==> src/rtl/fetch_pc_unit.sv <==
// PC register and instruction-fetch front end: req/ack fetch from imem, valid/ready hand-off to decode.
// Optional macro FETCH_PERF_CNT_EN enables the accepted-instruction counter on o_fetch_count.
module fetch_pc_unit #(
  parameter logic [31:0] RESET_VECTOR = 32'h0000_0000,
  parameter logic [31:0] EXC_VECTOR   = 32'h0000_0080
) (
  input  logic        i_clk,
  input  logic        i_rst_n,
  input  logic        i_branch_taken,
  input  logic [31:0] i_branch_target,
  input  logic        i_exc,
  output logic        o_imem_req,
  output logic [31:0] o_imem_addr,
  input  logic        i_imem_ack,
  input  logic [31:0] i_imem_rdata,
  output logic        o_instr_valid,
  output logic [31:0] o_instr,
  output logic [31:0] o_instr_pc,
  input  logic        i_instr_ready,
  output logic [31:0] o_fetch_count
);

  typedef enum logic [1:0] {S_BOOT, S_FETCH, S_OUT} state_t;

  state_t      state;
  logic [31:0] pc;
  logic [31:0] pend_pc;
  logic        kill;
  logic        req;
  logic        redirect;
  logic [31:0] redirect_pc;

  function automatic logic [31:0] word_align(input logic [31:0] addr);
    return {addr[31:2], 2'b00};
  endfunction

  // Exception wins over a branch arriving in the same cycle.
  assign redirect    = i_exc | i_branch_taken;
  assign redirect_pc = i_exc ? EXC_VECTOR : word_align(i_branch_target);

  assign o_imem_req  = req;
  assign o_imem_addr = pc;

  always_ff @(posedge i_clk or negedge i_rst_n) begin
    if (!i_rst_n) begin
      state         <= S_BOOT;
      pc            <= RESET_VECTOR;
      pend_pc       <= 32'd0;
      kill          <= 1'b0;
      req           <= 1'b0;
      o_instr_valid <= 1'b0;
      o_instr       <= 32'd0;
      o_instr_pc    <= 32'd0;
    end else begin
      case (state)
        S_BOOT: begin
          if (redirect) pc <= redirect_pc;
          state <= S_FETCH;
          req   <= 1'b1;
        end
        S_FETCH: begin
          if (i_imem_ack) begin
            if (kill || redirect) begin
              // Stale response: drop it and refetch from the redirect address.
              pc   <= redirect ? redirect_pc : pend_pc;
              kill <= 1'b0;
            end else begin
              o_instr       <= i_imem_rdata;
              o_instr_pc    <= pc;
              o_instr_valid <= 1'b1;
              pc            <= pc + 32'd4;
              req           <= 1'b0;
              state         <= S_OUT;
            end
          end else if (redirect) begin
            // Request must stay stable until ack; remember where to go afterwards.
            kill    <= 1'b1;
            pend_pc <= redirect_pc;
          end
        end
        S_OUT: begin
          if (redirect) begin
            o_instr_valid <= 1'b0;
            pc            <= redirect_pc;
            req           <= 1'b1;
            state         <= S_FETCH;
          end else if (i_instr_ready) begin
            o_instr_valid <= 1'b0;
            req           <= 1'b1;
            state         <= S_FETCH;
          end
        end
        default: begin
          state         <= S_BOOT;
          req           <= 1'b0;
          o_instr_valid <= 1'b0;
          kill          <= 1'b0;
        end
      endcase
    end
  end

`ifdef FETCH_PERF_CNT_EN
  logic [31:0] fetch_count;

  always_ff @(posedge i_clk or negedge i_rst_n) begin
    if (!i_rst_n) begin
      fetch_count <= 32'd0;
    end else if (o_instr_valid && i_instr_ready && !redirect) begin
      fetch_count <= fetch_count + 32'd1;
    end
  end

  assign o_fetch_count = fetch_count;
`else
  assign o_fetch_count = 32'd0;
`endif

endmodule

==> config.mk <==
export PLATFORM = sky130hd
export DESIGN_NAME = fetch_pc_unit
export DESIGN_NICKNAME = d
export VERILOG_FILES = /design/src/rtl/fetch_pc_unit.sv
export SDC_FILE = /design/constraint.sdc
export NUM_CORES = 1
export LEC_CHECK = 0
export ABC_AREA = 0
export ABC_CLOCK_PERIOD_IN_PS = 2500
export BUFFER_PORTS_ARGS = -buffer_cell sky130_fd_sc_hd__buf_2
export CORE_MARGIN = 1
export CORE_UTILIZATION = 28
export CTS_CLUSTER_SIZE = 30
export DETAILED_ROUTE_END_ITERATION = 8
export GPL_TIMING_DRIVEN = 0
export PLACE_DENSITY_LB_ADDON = 0.05
export SLEW_MARGIN = 20
export SYNTH_ARGS = -nofsm -noshare
export SYNTH_HDL_FRONTEND = slang
export SYNTH_SLANG_ARGS = --single-unit
export TNS_END_PERCENT = 10
==> constraint.sdc <==
create_clock -name i_clk -period 2.5 [get_ports i_clk]
set_input_delay 0.125 -clock i_clk [delete_from_list [all_inputs] [get_ports i_clk]]
set_output_delay 0.125 -clock i_clk [all_outputs]
set_load 0.02 [all_outputs]
==> run_results.csv, run 1 <==
group,metric,value,unit
logic_synthesis,ys_seq_area_share,50.1,%
power_and_ir_drop,power_density,1100,nW/um^2
worst_hold_path,min_path_type,"in -> reg",
drt,avgRoutedWirePerCell,17.4,um
logic_synthesis,async_flop_share,100,%
power_and_ir_drop,comb_power_share,39.1,%
placed_design,portBuffers,165,
cts,cts_sinks,133,
sta,relSlewSlack,29.7,%
cts,cts_htree_levels,4,
worst_hold_path,holdPathEnd,"pend_pc[26]$_DFFE_PN0P_",
sta,period_needed,2.30,ns
global_routing,grt_pass1_wl,35800,um
critical_path,max_stage_delay,0.64,ns
cells_and_area,antenna_cells,0,
logic_synthesis,synth_enable_flop_cells,0,
critical_path,crit_path_end_kind,"register",
floorplan,start_util,28.4,%
floorplan,fp.coreArea,23400,sq um
cells_and_area,area_growth,38.8,%
placed_design,dpl.hpwl,15900,um
cts,insertion_delay,0.42,ns
logic_synthesis,synth_top_area_cell,"dfrtp_1",
cells_and_area,multi_input_area,2940,sq um
sta,setup_violations,0,
critical_path,path_cells,"and3b_2 -> nand2_1 -> clkbuf_1 -> clkbuf_1 -> nand2_1 -> nand2_1",
critical_path,r2r_slack,0.20,ns
sta,rsz0062_at_grt,"false",
floorplan,rows,56,
drt,num_vias,6320,
power_and_ir_drop,p_leak,4.72,nW
cts,clkSlewWorstSetupHoldPaths,0.06,ns
sta,worst_pin_slew,1.05,ns
cells_and_area,seqCellArea,3330,sq um
critical_path,cp_max_fo,10,
cells_and_area,num-fill-cells,2473,
sta,finalCritPeriodShare,92.1,%
critical_path,cp.buffers_inverters,2,
global_routing,antenna_found_initial,1,
critical_path,crit_type,"reg -> reg",
drt,drt_first_pass_iters,7,
critical_path,cp_num_cells,6,
logic_synthesis,ys_ff_latch,133,
logic_synthesis,yosys_warnings,0,
job,drv_cap,0,
logic_synthesis,synth_cell_types,64,
critical_path,worstReg2RegStart,"state[1]$_DFFE_PN0P_",
cells_and_area,drive_gt1_share,25.8,%
power_and_ir_drop,pwr-share-clk,24.7,%
power_and_ir_drop,seq_power_share,36.2,%
power_and_ir_drop,sw_frac_of_total,42.2,%
floorplan,pin_count,200,
floorplan,die-area,24400,sq um
drt,drtAntennaViolNets,0,
floorplan,fp.dieH,156,um
critical_path,cp-start-kind,"register",
sta,finalClockSkew,0.00714,ns
sta,slew_viol_final,0,
logic_synthesis,synth_area,6650,sq um
drt,drt-total-wl,23400,um
drt,drc,0,
drt,drt_iter0_drc,381,
logic_synthesis,synth.avg_cell_area,9.07,sq um
floorplan,die_w,156,um
status,status,"completed",
logic_synthesis,yosysMostFrequentCell,"nand2_1",
critical_path,crit_top_cell,"nand2_1",
critical_path,worstPathArrival,2.66,ns
cts,post_cts_buffers,0,
worst_hold_path,hold_depth,2,
sta,hold_violations,0,
cts,cts_tree,"yes",
cts,clockBufferDepth,2,
global_routing,grt_pass1_vias,5972,
cts,cts_buffers,17,
logic_synthesis,synth.area.top_cells,"dfrtp_1 50%, nand2_1 12%, a22o_1 4.6%",
logic_synthesis,synth-main-ff-cell,"dfrtp_1",
power_and_ir_drop,p_switching,4.28,mW
logic_synthesis,yosys-top-cells-count,"221 x nand2_1, 133 x dfrtp_1, 39 x a21oi_1",
logic_synthesis,synthCells,733,
sta,fin_tns_setup,0,ns
critical_path,cpMaxStageDelayCell,"clkbuf_1",
critical_path,r2r_end,"o_instr_pc[3]$_DFFE_PN0P_",
power_and_ir_drop,ir_drop,0.000437,V
sta,fmax,434,MHz
worst_hold_path,min_from,"i_branch_target[26]",
logic_synthesis,synth_top_area_share,50.1,%
placed_design,place_congestion,0.787,
drt,via_per_inst,4.71,
global_routing,grt-ovfl-total,0,
critical_path,cp_top_family,"buffers and inverters",
global_routing,track_usage,19.6,%
critical_path,rr_worst_depth,6,
critical_path,required,2.86,ns
placed_design,dp_slack,0.146,ns
sta,setup_ws,0.198,ns
cts,root_buffer,"clkbuf_16",
cells_and_area,nets,1082,
power_and_ir_drop,internal-power,5.85,mW
global_routing,grt_start_max_net_pins,72,
[state kept, by name (all words and copies together) (netlist names)]
name / cells
o_instr: 32
o_instr_valid: 1
o_imem_req: 1
state: 2
pend_pc: 32
o_imem_addr: 32
kill: 1
o_instr_pc: 32
[what timing repair did]
item | in CTS | in global routing
resized for setup | 0 | 1
setup endpoints to repair | 0 | 1
hold buffers | 62 | 0
hold endpoints to repair | 130 | 0
[cell families (layout without fill, tap and decap cells)]
kind of cell / Yosys count / in the layout / share of synthesized area [%]
other: 1 / 32 / 0.0564
buffers and inverters: 89 / 349 / 7.58
AND/OR/NAND/NOR: 337 / 337 / 23.5
multiplexers: 4 / 4 / 0.621
flip-flops: 133 / 133 / 50.1
XOR/XNOR: 9 / 9 / 1.19
AO/OA/AOI/OAI: 159 / 159 / 16.8
adder cells (fa/ha/maj): 1 / 1 / 0.188
[cell type report]
cell class,instances,share of cell area (%)
Inverter,10,0.407
Timing Repair Buffer,228,16.1
Multi-Input combinational cell,542,31.8
Sequential cell,133,36.1
Clock inverter,13,1.45
Buffer,79,5.06
Tap cell,319,4.32
Clock buffer,19,4.80
[cells in the final DEF (no fill, tap or decap), drive strengths merged, types with 4 or more instances in the layout]
cell type	n
nand2	222
buf	217
dfrtp	133
dlygate4sd3	62
clkbuf	47
a21oi	39
a22o	35
conb	32
o21ai	25
nand3	22
nor2	21
nor3	17
inv	10
and3	10
nand4	10
a22oi	8
clkinv	8
o22ai	7
nor4	7
nand2b	5
xor2	5
o31ai	5
a221o	5
o311ai	5
nand3b	4
and2	4
xnor2	4
nor3b	4
o221ai	4
[power groups by stage]
stage	registers [mW]	clock network [mW]	logic, mW
5_1_grt	3.79	2.66	4.32
6_report	3.66	2.50	3.96
2_1_floorplan	4.39	0	1.64
4_1_cts	3.67	2.57	3.98
3_5_place_dp	3.68	0	3.90
3_3_place_gp	3.70	0	3.88
[how the worst max path moves through the flow]
stage / startpoint / endpoint / slack [ns]
3_5_place_dp: o_imem_addr[3]$_DFFE_PN0P_ / o_imem_addr[30]$_DFFE_PN0P_ / 0.15
6_report: state[1]$_DFFE_PN0P_ / o_instr_pc[3]$_DFFE_PN0P_ / 0.20
3_3_place_gp: i_rst_n / o_instr_pc[1]$_DFFE_PN0P_ / -0.85
4_1_cts: o_imem_addr[3]$_DFFE_PN0P_ / o_imem_addr[30]$_DFFE_PN0P_ / 0.14
5_1_grt: kill$_DFFE_PN0P_ / o_instr_pc[10]$_DFFE_PN0P_ / 0.06
2_1_floorplan: o_imem_addr[10]$_DFFE_PN0P_ / o_imem_addr[30]$_DFFE_PN0P_ / 0.52
[per-layer routing]
metal | global-route usage [%] | part of all wire, %
met3 | 3.42 | 4.6
met1 | 27.7 | 48
met4 | 6.44 | 1.7
met2 | 30.1 | 46
met5 | 0 | 0.043
[stage by stage]
| step | util, % | hold WS [ns] | power, mW | instances | cell area [sq um] |
|---|---|---|---|---|---|
| detailed placement | 34.3 | 0.102 | 7.59 | 1249 | 8030 |
| floorplan | - | -0.171 | 6.03 | 764 | 6770 |
| global route | 39.4 | 0.0145 | 10.8 | 1343 | 9230 |
| global placement | 34.1 | 0.316 | 7.59 | 1248 | 7990 |
| finish | 39.4 | 0.0246 | 10.1 | 1343 | 9230 |
| CTS | 39.4 | 0.00271 | 10.2 | 1343 | 9230 |
(Power assumes the default switching activity.)
==> run 2, diff against run 1 <==
--- a/config.mk
+++ b/config.mk
@@ -12,7 +12,6 @@
 export CORE_UTILIZATION = 28
 export CTS_CLUSTER_SIZE = 30
 export DETAILED_ROUTE_END_ITERATION = 8
-export GPL_TIMING_DRIVEN = 0
 export PLACE_DENSITY_LB_ADDON = 0.05
 export SLEW_MARGIN = 20
 export SYNTH_ARGS = -nofsm -noshare
==> run 2 against run 1 <==
Critical path depth stayed put; non-clock buffer count fell by 43; sequential share of layout area is 0.50 points higher; sequential power rose by 1%; die area is the same; clock power rose by 7%; first-iteration DRC count grew 31%; cell area is 1.4% lower; via count decreased by 0.70%; highest routed layer unchanged.
==> run_results.csv, run 2 (synthesis gave the netlist of run 1 again) <==
group,metric,value,unit
critical_path,rr_worst_depth,6,
critical_path,r2r_end,"o_imem_addr[30]$_DFFE_PN0P_",
job,drv_cap,0,
drt,drtAntennaViolNets,0,
sta,hold_violations,0,
drt,drt_first_pass_iters,5,
critical_path,cp-start-kind,"register",
critical_path,crit_path_end_kind,"register",
floorplan,rows,56,
global_routing,grt_pass1_vias,6185,
sta,slew_viol_final,0,
floorplan,die_w,156,um
worst_hold_path,holdPathEnd,"kill$_DFFE_PN0P_",
cells_and_area,seqCellArea,3330,sq um
critical_path,path_cells,"ha_1 -> nand3_1 -> nor3_2 -> nand4_1 -> xnor2_1 -> a221o_1",
cells_and_area,post-route-cell-area,9100,sq um
global_routing,grt_start_max_net_pins,48,
floorplan,fp.coreArea,23400,sq um
cts,cts_htree_levels,4,
power_and_ir_drop,power_density,1120,nW/um^2
floorplan,die-area,24400,sq um
floorplan,fp.dieH,156,um
cells_and_area,drive_gt1_share,25.7,%
sta,finalCritPeriodShare,83.3,%
cells_and_area,layout_commonest_cell,"nand2_1",
placed_design,dp_slack,0.402,ns
drt,drc,0,
cells_and_area,area_growth,36.9,%
cts,cts-resized-gates,0,
power_and_ir_drop,p_leak,4.62,nW
cts,cts_tree,"yes",
global_routing,grtUsageMet2,30.5,%
drt,via_per_inst,4.82,
drt,drt-total-wl,22100,um
global_routing,track_usage,18.8,%
power_and_ir_drop,ir_drop,0.000435,V
status,status,"completed",
sta,timing.hold.ws,0.0245,ns
cts,cts_sinks,133,
placed_design,dpl.hpwl,15200,um
worst_hold_path,min_from,"i_imem_ack",
cts,root_buffer,"clkbuf_16",
global_routing,antenna_found_initial,2,
sta,worst_pin_slew,0.733,ns
drt,drt_iter0_drc,499,
cts,clkSlewWorstSetupHoldPaths,0.06,ns
critical_path,worstReg2RegStart,"o_imem_addr[3]$_DFFE_PN0P_",
critical_path,crit_type,"reg -> reg",
sta,fin_tns_setup,0,ns
cts,insertion_delay,0.42,ns
cells_and_area,nets,1039,
worst_hold_path,min_path_type,"in -> reg",
global_routing,grt_pass1_wl,34900,um
sta,finalClockSkew,0.00542,ns
placed_design,dpl-instance-area,7860,sq um
critical_path,worstPathArrival,2.38,ns
sta,period_needed,2.08,ns
cells_and_area,multi_input_area,2950,sq um
floorplan,start_util,28.4,%
placed_design,portBuffers,165,
global_routing,use_met3,3.36,%
critical_path,r2r_slack,0.42,ns
critical_path,required,2.80,ns
sta,relSlewSlack,51.1,%
global_routing,grt-ovfl-total,0,
worst_hold_path,hold_depth,3,
sta,fmax,480,MHz
placed_design,place_congestion,0.780,
cells_and_area,final_cell_mix,"220 x nand2_1, 164 x buf_2, 133 x dfrtp_1",
critical_path,cpMaxStageDelayCell,"dfrtp_1",
floorplan,pin_count,200,
cts,clockBufferDepth,2,
sta,setup_ws,0.417,ns
sta,setup_violations,0,
sta,rsz0062_at_grt,"false",
cts,cts_buffers,17,
drt,avgRoutedWirePerCell,17.0,um
power_and_ir_drop,finalPower,10.2,mW
global_routing,grt_use_met1,25.4,%
drt,num_vias,6276,
global_routing,grt.busiest_layer,"met2",
critical_path,cp_max_fo,6,
cells_and_area,num-fill-cells,2405,
critical_path,max_stage_delay,0.46,ns
==> run 2: changes by cell type in the layout (fill, tap and decap cells not counted), sizes merged <==
cell | previous run | this run
buf | 217 | 202
bufinv | 2 | 4
clkbuf | 47 | 19
clkinv | 8 | 7
clkinvlp | 3 | 2
diode | 0 | 1
==> run 2: stage by stage <==
step,cells,utilization (%)
detailed placement,1206,33.6
global route,1300,38.9
CTS,1300,38.9
floorplan,764,-
finish,1301,38.9
global placement,1206,33.6
==> run 2: timing repair <==
| item | in CTS | in global routing |
|---|---|---|
| endpoints found under the setup margin | 0 | 0 |
| hold endpoints to repair | 105 | 0 |
| hold buffers | 62 | 0 |
| buffers inserted | 0 | 0 |
==> run 2: layer usage <==
| layer | routed length (um) | up-vias | part of all wire [%] |
|---|---|---|---|
| met3 | 906 | 23 | 4.1 |
| met1 | 10300 | 3093 | 47 |
| met4 | 315 | 2 | 1.4 |
| li1 | - | 2976 | - |
| met2 | 10600 | 182 | 48 |
| met5 | 10 | - | 0.045 |
==> run 2: critical path: cells and delay by family (launching register included) <==
family / cells / cell delay [ns]
xor gates and xnor gates: 1 / 0.16
and+or+nand+nor: 3 / 0.75
adders and majority gates: 1 / 0.26
AOI/OAI and AO/OA: 1 / 0.32
DFF: 1 / 0.46
==> run 2: worst max path at each step <==
stage / depth (start not counted) / startpoint / endpoint
2_1_floorplan: 6 / o_imem_addr[10]$_DFFE_PN0P_ / o_imem_addr[30]$_DFFE_PN0P_
3_3_place_gp: 7 / state[0]$_DFFE_PN0P_ / o_imem_addr[31]$_DFFE_PN0P_
3_5_place_dp: 7 / state[0]$_DFFE_PN0P_ / o_imem_addr[31]$_DFFE_PN0P_
4_1_cts: 7 / state[0]$_DFFE_PN0P_ / o_imem_addr[31]$_DFFE_PN0P_
5_1_grt: 7 / state[0]$_DFFE_PN0P_ / o_imem_addr[31]$_DFFE_PN0P_
6_report: 6 / o_imem_addr[3]$_DFFE_PN0P_ / o_imem_addr[30]$_DFFE_PN0P_
==> run 2: layout make-up <==
type	instances	area share, %
antenna	1	0.0275
clock buffer	19	4.86
clock inverter	13	1.99
inverter	10	0.412
multi-input combinational	542	32.3
sequential	133	36.6
tap	319	4.38
timing repair buffer	264	19.4
==> run 2: report_power, final <==
group          internal, mW  switching [mW]
clock                  1.69           0.980
combinational          1.40            2.44
sequential             2.96           0.738
total                  6.05            4.15
==> run 3, diff against run 2 <==
--- a/config.mk
+++ b/config.mk
@@ -6,7 +6,7 @@
 export NUM_CORES = 1
 export LEC_CHECK = 0
 export ABC_AREA = 0
-export ABC_CLOCK_PERIOD_IN_PS = 2500
+export ABC_CLOCK_PERIOD_IN_PS = 2200
 export BUFFER_PORTS_ARGS = -buffer_cell sky130_fd_sc_hd__buf_2
 export CORE_MARGIN = 1
 export CORE_UTILIZATION = 28
==> constraint.sdc (replaced) <==
create_clock -name i_clk -period 2.2 [get_ports i_clk]
set_input_delay 0.11 -clock i_clk [delete_from_list [all_inputs] [get_ports i_clk]]
set_output_delay 0.11 -clock i_clk [all_outputs]
set_load 0.02 [all_outputs]
==> run 3 against run 2 <==
Clock skew increased by 0.0028 ns; register-to-register slack got worse by 0.20 ns; clock power increased by 15%; final cell count up 0.85%; die area stayed put; wire length up 0.27%; maximum frequency increased by 4.9%; cell area rose by 1.2%; via count is 0.13% lower; clock-buffer cell count grew 3; critical path type unchanged; largest cell class unchanged; largest power group unchanged; highest routed layer is now met4.
==> run_results.csv, run 3 (synthesis gave the netlist of run 1 again) <==
group,metric,value,unit
critical_path,cp-start-kind,"register",
sta,fmax,504,MHz
cts,cts_buffers,17,
cells_and_area,final_cell_mix,"220 x nand2_1, 164 x buf_2, 133 x dfrtp_1",
sta,setup_ws,0.215,ns
drt,via_per_inst,4.78,
placed_design,dp_slack,0.212,ns
critical_path,cp.buffers_inverters,0,
floorplan,start_util,28.4,%
sta,relSlewSlack,60.1,%
critical_path,worstPathArrival,2.34,ns
global_routing,antenna_found_initial,0,
cts,cts_sinks,133,
critical_path,required,2.56,ns
power_and_ir_drop,power_density,1280,nW/um^2
sta,setup_violations,0,
status,status,"completed",
global_routing,grt_start_max_net_pins,62,
cts,clockBufferDepth,2,
cells_and_area,num-fill-cells,2413,
critical_path,path_cells,"nand4_1 -> nor3_4 -> nand2_2 -> or4_1 -> nand3_1",
sta,rsz0062_at_grt,"false",
job,drv_cap,0,
sta,worst_pin_slew,0.599,ns
global_routing,track_usage,18.7,%
critical_path,max_stage_delay,0.49,ns
power_and_ir_drop,p_leak,4.69,nW
sta,period_needed,1.98,ns
cts,cts_tree,"yes",
cts,post_cts_buffers,0,
drt,num_vias,6268,
placed_design,portBuffers,165,
global_routing,grt_pass1_vias,6126,
sta,slew_viol_final,0,
cells_and_area,antenna_cells,0,
drt,drtAntennaViolNets,0,
global_routing,grt_pass1_wl,34900,um
drt,avgRoutedWirePerCell,16.9,um
cts,root_buffer,"clkbuf_16",
sta,finalCritPeriodShare,90.2,%
critical_path,cp_max_fo,9,
floorplan,die_w,156,um
drt,drt-total-wl,22200,um
critical_path,crit_path_end_kind,"register",
cts,clkSlewWorstSetupHoldPaths,0.06,ns
global_routing,grt-ovfl-total,0,
floorplan,pin_count,200,
critical_path,cp_top_family,"simple AND/OR/NAND/NOR gates",
sta,finalClockSkew,0.00826,ns
sta,fin_tns_setup,0,ns
sta,hold_violations,0,
placed_design,place_congestion,0.791,
cells_and_area,drive_gt1_share,26.5,%
drt,drt_first_pass_iters,5,
placed_design,dpl.hpwl,15200,um
cts,insertion_delay,0.42,ns
worst_hold_path,min_path_type,"in -> reg",
cts,cts_htree_levels,4,
cells_and_area,area_growth,38.5,%
critical_path,cpMaxStageDelayCell,"dfrtp_1",
floorplan,rows,56,
cells_and_area,nets,1051,
drt,drt_iter0_drc,512,
drt,drc,0,
power_and_ir_drop,ir_drop,0.000472,V
critical_path,crit_type,"reg -> reg",
cells_and_area,layout_commonest_cell,"nand2_1",
floorplan,fp.coreArea,23400,sq um
floorplan,die-area,24400,sq um
floorplan,fp.dieH,156,um
cts,cts-resized-gates,0,
==> run 3: cell types whose count changed in the layout (fill, tap and decap cells not counted), sizes merged <==
cell,before,now
buf,202,212
clkbuf,19,22
clkinvlp,2,0
dlygate4sd3,62,64
bufinv,4,3
clkinv,7,6
diode,1,0
inv,10,11
==> run 3: worst paths after layout <==
check / from / to / cells after the start / slack, ns
worst max-delay path: o_imem_addr[4]$_DFFE_PN0P_ / o_imem_addr[29]$_DFFE_PN0P_ / 5 / 0.22
worst max register to register: o_imem_addr[4]$_DFFE_PN0P_ / o_imem_addr[29]$_DFFE_PN0P_ / 5 / 0.22
worst min register to register: o_instr_pc[12]$_DFFE_PN0P_ / o_instr_pc[12]$_DFFE_PN0P_ / 2 / 0.47
max in group asynchronous: i_rst_n / pend_pc[30]$_DFFE_PN0P_ / 3 / 1.24
min in group asynchronous: i_rst_n / o_instr[14]$_DFFE_PN0P_ / 2 / 0.26
worst min-delay path: i_instr_ready / state[0]$_DFFE_PN0P_ / 3 / 0.05
==> run 3: worst reg2reg max path, delay by kind of cell (launching register included) <==
kind | cells | cell delay (ns)
simple gates | 5 | 1.43
flops | 1 | 0.49
==> run 3: power by group <==
group	internal [mW]	total, mW	switching, mW
Clock	1.94	3.06	1.12
Combinational	1.68	4.58	2.90
Sequential	3.37	4.12	0.745
Total	6.99	11.8	4.77
==> run 3: routing by layer <==
| metal | GRT usage [%] | vias up | share of wire (%) |
|---|---|---|---|
| met5 | 0 | - | 0 |
| met1 | 25.7 | 3035 | 46 |
| met3 | 3.78 | 13 | 5.7 |
| met2 | 29.8 | 237 | 47 |
| met4 | 4.67 | 0 | 1.0 |
| li1 | - | 2983 | - |
==> run 3: layout make-up <==
cell class	count	area (sq um)	area share, %
timing repair buffer	276	1860	20.2
multi-input combinational	542	2950	32.0
clock buffer	22	494	5.37
clock inverter	10	144	1.56
inverter	10	37.5	0.407
sequential	133	3330	36.1
tap	319	399	4.33
==> run 3: timing repair <==
| action | CTS | global route |
|---|---|---|
| endpoints found under the setup margin | 0 | 0 |
| hold buffers | 64 | 0 |
| endpoints found under the hold margin | 128 | 0 |
==> run 3: through the flow <==
step           instance area [sq um]  utilization, %  power [mW]  hold slack (ns)  cells
3_3_place_gp                    7930            33.9        8.59            0.137   1216
6_report                        9210            39.4        11.8           0.0506   1312
4_1_cts                         9210            39.4        11.9           0.0358   1312
2_1_floorplan                   6770               -        6.85           -0.186    764
3_5_place_dp                    7930            33.9        8.67            0.145   1216
5_1_grt                         9210            39.4        12.5           0.0642   1312
